$ cat src/rtl/pre_if_stage_pkg.sv
// Shared types and constants for the pre-IF stage: bus width, reset PC, state encodings.
// PREIF_ADEF_CHECK_EN adds the ADEF_HOLD state for misaligned-fetch tokens.
package pre_if_stage_pkg;

    localparam int          WIDTH_PFS_TO_FS_BUS = 34;
    localparam logic [31:0] RESET_PC            = 32'h1C000000;

    typedef enum logic [1:0] {
        S_IDLE      = 2'd0,
        S_REQ       = 2'd1
`ifdef PREIF_ADEF_CHECK_EN
        ,
        S_ADEF_HOLD = 2'd2
`endif
    } pfs_state_e;

    // adef sits in the MSB, then discard, then the 32-bit PC.
    typedef struct packed {
        logic        adef;
        logic        discard;
        logic [31:0] pc;
    } pfs_to_fs_t;

    // Sequential fetch advance; wraps modulo 2^32.
    function automatic logic [31:0] next_seq_pc(input logic [31:0] pc);
        return pc + 32'd4;
    endfunction

endpackage

$ cat src/rtl/pre_if_stage_redirect_sel.sv
// redirect_sel: priority mux of the three redirect sources.
// Ports: wb_ex/ex_entry, ertn_flush/ertn_pc, br_taken/br_target in; redirect, target out.
module redirect_sel (
    input  logic        wb_ex,
    input  logic [31:0] ex_entry,
    input  logic        ertn_flush,
    input  logic [31:0] ertn_pc,
    input  logic        br_taken,
    input  logic [31:0] br_target,
    output logic        redirect,
    output logic [31:0] target
);

    always_comb begin
        redirect = wb_ex | ertn_flush | br_taken;
        // Exception beats ertn beats branch.
        if (wb_ex) begin
            target = ex_entry;
        end else if (ertn_flush) begin
            target = ertn_pc;
        end else begin
            target = br_target;
        end
    end

endmodule

$ cat src/rtl/pre_if_stage.sv
// pre_if_stage: holds the next fetch PC, drives the inst SRAM request phase and hands IF
// {adef, discard, pc} per accepted request. Ports: clk/reset, IF slot and redirect inputs,
// inst_sram_* request bus, pfs_to_fs_valid/bus. Optional macro: PREIF_ADEF_CHECK_EN.
module pre_if_stage
    import pre_if_stage_pkg::*;
(
    input  logic                           clk,
    input  logic                           reset,
    input  logic                           fs_allow_in,
    input  logic                           br_stall,
    input  logic                           br_taken,
    input  logic [31:0]                    br_target,
    input  logic                           ertn_flush,
    input  logic [31:0]                    ertn_pc,
    input  logic                           wb_ex,
    input  logic [31:0]                    ex_entry,
    output logic                           inst_sram_req,
    output logic                           inst_sram_wr,
    output logic [1:0]                     inst_sram_size,
    output logic [3:0]                     inst_sram_wstrb,
    output logic [31:0]                    inst_sram_addr,
    output logic [31:0]                    inst_sram_wdata,
    input  logic                           inst_sram_addr_ok,
    output logic                           pfs_to_fs_valid,
    output logic [WIDTH_PFS_TO_FS_BUS-1:0] pfs_to_fs_bus
);

    logic        redirect;
    logic [31:0] target;

    pfs_state_e  state;
    logic [31:0] pfs_pc;
    logic [31:0] req_addr;
    logic        redir_seen;

    logic        hs;
    logic        start_ok;
    logic        start;
    logic        token;
    pfs_to_fs_t  bus;

`ifdef PREIF_ADEF_CHECK_EN
    logic        adef_pend;
    logic        misaligned;
`endif

    redirect_sel u_redirect_sel (
        .wb_ex      (wb_ex),
        .ex_entry   (ex_entry),
        .ertn_flush (ertn_flush),
        .ertn_pc    (ertn_pc),
        .br_taken   (br_taken),
        .br_target  (br_target),
        .redirect   (redirect),
        .target     (target)
    );

    // Write-side bus fields are fixed: this port only reads words.
    assign inst_sram_wr    = 1'b0;
    assign inst_sram_size  = 2'd2;
    assign inst_sram_wstrb = 4'd0;
    assign inst_sram_wdata = 32'd0;

    // Gated by reset so a reset mid-request drops req in the same cycle.
    assign inst_sram_req  = (state == S_REQ) & ~reset;
    assign inst_sram_addr = req_addr;

    assign hs       = inst_sram_req & inst_sram_addr_ok;
    assign start_ok = fs_allow_in & ~br_stall & ~redirect;
    assign start    = start_ok & ((state == S_IDLE) | hs);

`ifdef PREIF_ADEF_CHECK_EN
    assign misaligned = pfs_pc[1:0] != 2'b00;
    assign token      = (state == S_ADEF_HOLD) & adef_pend & ~reset;
`else
    assign token      = 1'b0;
`endif

    assign pfs_to_fs_valid = hs | token;

    always_comb begin
        bus = '0;
        if (hs) begin
            bus.adef    = 1'b0;
            bus.discard = redir_seen | redirect;
            bus.pc      = req_addr;
        end else if (token) begin
            // The faulting PC was parked in req_addr when the token was raised.
            bus.adef    = 1'b1;
            bus.discard = 1'b0;
            bus.pc      = req_addr;
        end
    end

    assign pfs_to_fs_bus = bus;

    always_ff @(posedge clk) begin
        if (reset) begin
            state      <= S_IDLE;
            pfs_pc     <= RESET_PC;
            req_addr   <= 32'd0;
            redir_seen <= 1'b0;
`ifdef PREIF_ADEF_CHECK_EN
            adef_pend  <= 1'b0;
`endif
        end else begin
            // A redirect while stalled marks the pending request as wrong-path.
            if (hs) begin
                redir_seen <= 1'b0;
            end else if ((state == S_REQ) && redirect) begin
                redir_seen <= 1'b1;
            end

            if (start) begin
`ifdef PREIF_ADEF_CHECK_EN
                if (misaligned) begin
                    state     <= S_ADEF_HOLD;
                    req_addr  <= pfs_pc;
                    adef_pend <= 1'b1;
                end else begin
                    state     <= S_REQ;
                    req_addr  <= pfs_pc;
                    pfs_pc    <= next_seq_pc(pfs_pc);
                end
`else
                state    <= S_REQ;
                req_addr <= pfs_pc;
                pfs_pc   <= next_seq_pc(pfs_pc);
`endif
            end else if (hs) begin
                state <= S_IDLE;
            end
`ifdef PREIF_ADEF_CHECK_EN
            else if (state == S_ADEF_HOLD) begin
                adef_pend <= 1'b0;
                if (redirect) begin
                    state <= S_IDLE;
                end
            end
`endif

            // Redirect target overrides the sequential advance.
            if (redirect) begin
                pfs_pc <= target;
            end
        end
    end

endmodule

$ cat config.mk
export PLATFORM = sky130hd
export DESIGN_NAME = pre_if_stage
export DESIGN_NICKNAME = d
export VERILOG_FILES = /design/src/rtl/pre_if_stage_pkg.sv /design/src/rtl/pre_if_stage_redirect_sel.sv /design/src/rtl/pre_if_stage.sv
export SDC_FILE = /design/constraint.sdc
export NUM_CORES = 1
export LEC_CHECK = 0
export BUFFER_PORTS_ARGS = -buffer_cell sky130_fd_sc_hd__clkbuf_2
export CAP_MARGIN = 0
export CORE_UTILIZATION = 50
export CTS_CLUSTER_SIZE = 10
export DETAILED_ROUTE_END_ITERATION = 16
export PLACE_DENSITY_LB_ADDON = 0.08
export SLEW_MARGIN = 30
export SYNTH_ARGS = -nofsm -noshare
export SYNTH_HDL_FRONTEND = slang
export SYNTH_SLANG_ARGS = --single-unit
$ cat constraint.sdc
create_clock -name clk -period 3.2 [get_ports clk]
set_input_delay 0.64 -clock clk [delete_from_list [all_inputs] [get_ports clk]]
set_output_delay 0.64 -clock clk [all_outputs]
set_load 0.005 [all_outputs]
==> reports/summary.log <==
[logic_synthesis] mean post-synth cell area 7.45 um^2
[logic_synthesis] ys flop type dfxtp_1
[logic_synthesis] post-synthesis cell type with the largest combined area dfxtp_1
[logic_synthesis] fraction of the mapped netlist area in compound gates 26.0%
[setup_path] last element of the critical path pfs_to_fs_bus[21]
[route] first-iteration detailed-routing DRC count 245
[cts] number of buffers created by CTS 9
[route] average vias per placed instance 5.65
[min_path] startpoint of the most critical hold path pfs_pc[1]
[setup_path] Worst path max stage delay 0.33 ns
[placement] number of buffers inserted by port buffering 170
[route] DRC Markers 0
[setup_path] Setup crit start kind input pin
[setup_path] worst setup path start reset
[grt] number of global-route vias before repair 4152
[floorplanning] Vert. Die Dim 93.1 um
[setup_path] CP delay by family, top buffers and inverters
[cells_and_area] post-route insts no fill 812
[logic_synthesis] top cell types by occurrence after synthesis nand2_1 (93), dfxtp_1 (66), a21oi_1 (63), buf_4 (40)
[sta] final critical delay including setup and external delays 2.53 ns
[cts] Setup Fix Bufs, Post-CTS 0
[floorplanning] core footprint 7890 um^2
[cts] cts repair resizes 0
[logic_synthesis] Gate Count Post-Synth 557
[setup_path] element type at the critical path end output pin
[cts] clock tree root driver cell clkbuf_8
[cts] CTS tree built
[floorplanning] die boundary width 93.1 um
[grt] initial antenna violation count 0
[logic_synthesis] Yosys top cell area share 31.8%
[logic_synthesis] Yosys warnings 0
[sta] setup clock skew after layout 0.0106 ns
[route] via count 4584
[logic_synthesis] cell area after technology mapping 4150 um^2
[placement] total placed cells including tap cells 796
[route] detail-routed net length per standard cell 15.7 um
[setup_path] slowest cell on the critical path clkbuf_2
[placement] total cell area at the placement stage 4900 um^2
[grt] overall global routing resource usage 29.6%
[setup_path] flop2flop setup slack 1.05 ns
[logic_synthesis] cell types occupying the most area after synthesis dfxtp_1 (32%), nand2_1 (8.4%), a21oi_1 (7.6%), buf_4 (7.2%), and2_1 (5.3%)
[logic_synthesis] share of cell area taken by muxes after synthesis 0.754%
[pwr] Peak VDD IR 0.000229 V
[route] post-detailed-routing wire length 12700 um
[logic_synthesis] adder and majority gate portion of the synthesized area 0.301%
[setup_path] start-to-end type of the worst setup path in -> out
[placement] HPWL after DPL 9450 um
[cts] clk slew on worst S/H paths 0.08 ns
[setup_path] number of cells on the worst reg-to-reg path 5
[logic_synthesis] share of the synthesized netlist area taken by xor and xnor gates 1.27%
[pwr] total power 2140 uW
[status] status finished clean
[sta] RSZ-0062 raised after global routing false
[cells_and_area] final instance area 5160 um^2
[setup_path] required time of the critical path 2.56 ns
[cts] CTS H-Tree Depth 3
[grt] maximum number of pins on one net before global-route repair 56
[setup_path] Worst Path Max Fanout 34
[min_path] class of the most critical hold timing path reg -> reg
[cells_and_area] multi-input combinational cell area 2490 um^2
[sta] Period Utilization, post-route 78.9%
[cells_and_area] area taken by flip-flops and latches 1320 um^2
[cts] hold_buf cts 0
[setup_path] instance count on the critical path 6
[flow_run] max-capacitance violation count 0
[route] antenna-violating nets left 0
[pwr] static leakage 0.00230 uW
[logic_synthesis] post-synthesis sequential element count 66
[sta] final hold violations 0
[cts] maximum root-to-sink buffer count 2
[route] Detailed Routing Iterations Pass 1 5
[pwr] power density relative to cell area 414 nW/um^2
[logic_synthesis] main combinational cell family by area after synthesis simple AND/OR/NAND/NOR gates
[logic_synthesis] number of enable flip-flop cells after synthesis 0
[setup_path] Reg-to-Reg End pfs_pc[25]
[logic_synthesis] simple-gate share of the synthesized area 27.8%
[sta] worst-case headroom to the max-slew limit 49.4%
[cells_and_area] final-layout fill cell count 721
[sta] final number of setup-violating endpoints 0
[cells_and_area] total number of nets in the final design 810
[floorplanning] I/O Pins 211
[cells_and_area] layout cell share with drive strength beyond 1 30.0%
[floorplanning] starting utilization of the core area 52.6%
[sta] Setup TNS 0 ns
[cells_and_area] number of inserted diodes 0
[sta] total count of max-transition violations in the final report 0
[setup_path] Cell Chain, Critical Path clkbuf_2, inv_1, and3_1, buf_4, and2_1, clkbuf_2
[setup_path] arrival time at the worst endpoint 1.89 ns
[setup_path] Critical R2R Launch pfs_pc[6]
[logic_synthesis] library cells used by synthesis 58
[setup_path] CP bufs+invs 4
[cells_and_area] layout overhead on the synthesized area 24.4%
[cts] worst-skew pair later-pin latency 0.36 ns
[floorplanning] die footprint 8670 um^2
[setup_path] Worst path most repeated cell clkbuf_2
[cts] number of clock sinks 66
[floorplanning] Cell Rows 32
[sta] Worst Tran Pin Value 0.759 ns
[sta] achievable frequency 396 MHz
[logic_synthesis] sequential element share of the synthesized area 31.8%
[grt] global-route wire length before repair 20200 um
[logic_synthesis] async set-reset flop share out of synthesis 0%
[grt] total overflow reported by the global router 0
[min_path] hold path cells 2
[placement] routability congestion estimate 0.843
[logic_synthesis] most numerous cell in the Yosys netlist nand2_1
## cell usage in the layout, fill, tap and decap left out, drive strengths merged, types with 2 or more instances in the layout
master / count
dfxtp: 66
o22ai: 11
a211oi: 10
mux2i: 2
o211ai: 4
a31oi: 5
o221ai: 2
clkbuf: 180
a2111oi: 2
a41o: 3
nor4: 8
nand3: 9
nand4: 8
inv: 6
bufinv: 4
a221oi: 7
a311oi: 4
nor3: 12
and4: 11
xnor2: 2
a221o: 3
nor2: 35
buf: 12
a22oi: 14
and2: 35
o31a: 2
a21oi: 63
and3: 9
xor2: 4
nor2b: 2
o21ai: 21
nand2: 93
nand2b: 3
conb: 40
## metal layers
layer | routed length (um) | global-route usage, % | vias to the layer above
met3 | 876 | 4.80 | 18
met4 | 191 | 10.3 | 0
met2 | 6360 | 51.8 | 212
li1 | - | - | 2215
met1 | 5280 | 36.6 | 2139
met5 | 0 | 0 | -
## layout make-up
type	count	area share [%]
sequential	66	25.6
multi-input combinational	441	48.2
tap	102	2.47
clock buffer	10	2.47
inverter	5	0.364
clock inverter	6	2.67
timing repair buffer	182	18.2
## where the power goes
group,internal [uW],switching [uW]
registers,855,48.2
logic,126,159
clock network,601,348
## how the worst min path moves through the flow
stage | endpoint | slack, ns
detailed placement | inst_sram_addr[1] | 0.45
global placement | inst_sram_addr[1] | 0.45
finish | inst_sram_addr[1] | 0.46
CTS | inst_sram_addr[1] | 0.46
global route | inst_sram_addr[1] | 0.47
floorplan | inst_sram_addr[0] | 0.43
## registers in the layout, indices dropped and copies added (netlist names)
register	cells
inst_sram_addr	32
redir_seen	1
pfs_pc	32
state	1
## cells by family (layout without fill, tap and decap cells)
logic type,Yosys count,after routing
AO/OA/AOI/OAI,162,162
XOR/XNOR,6,6
adder cells (fa/ha/maj),1,1
buffers and inverters,88,203
flip-flops,66,66
multiplexers,3,3
other,2,40
AND/OR/NAND/NOR,229,229
## worst reg2reg max path: stages, from the launching register on
cell and delay, ns:
dfxtp_1 0.53, nand4_4 0.20, a2111oi_4 0.72, and3_1 0.31
a21oi_1 0.08, a311oi_1 0.23
## through the flow
step                      setup WS (ns)  hold slack [ns]  util (%)
after detailed placement          0.620            0.451      62.1
after floorplan                   0.925            0.432         -
final                             0.675            0.462      65.4
after global placement            0.697            0.445      62.1
after CTS                         0.686            0.456      65.4
after global routing              0.571            0.466      65.4
Note: power is estimated with default switching activity, not from simulation.
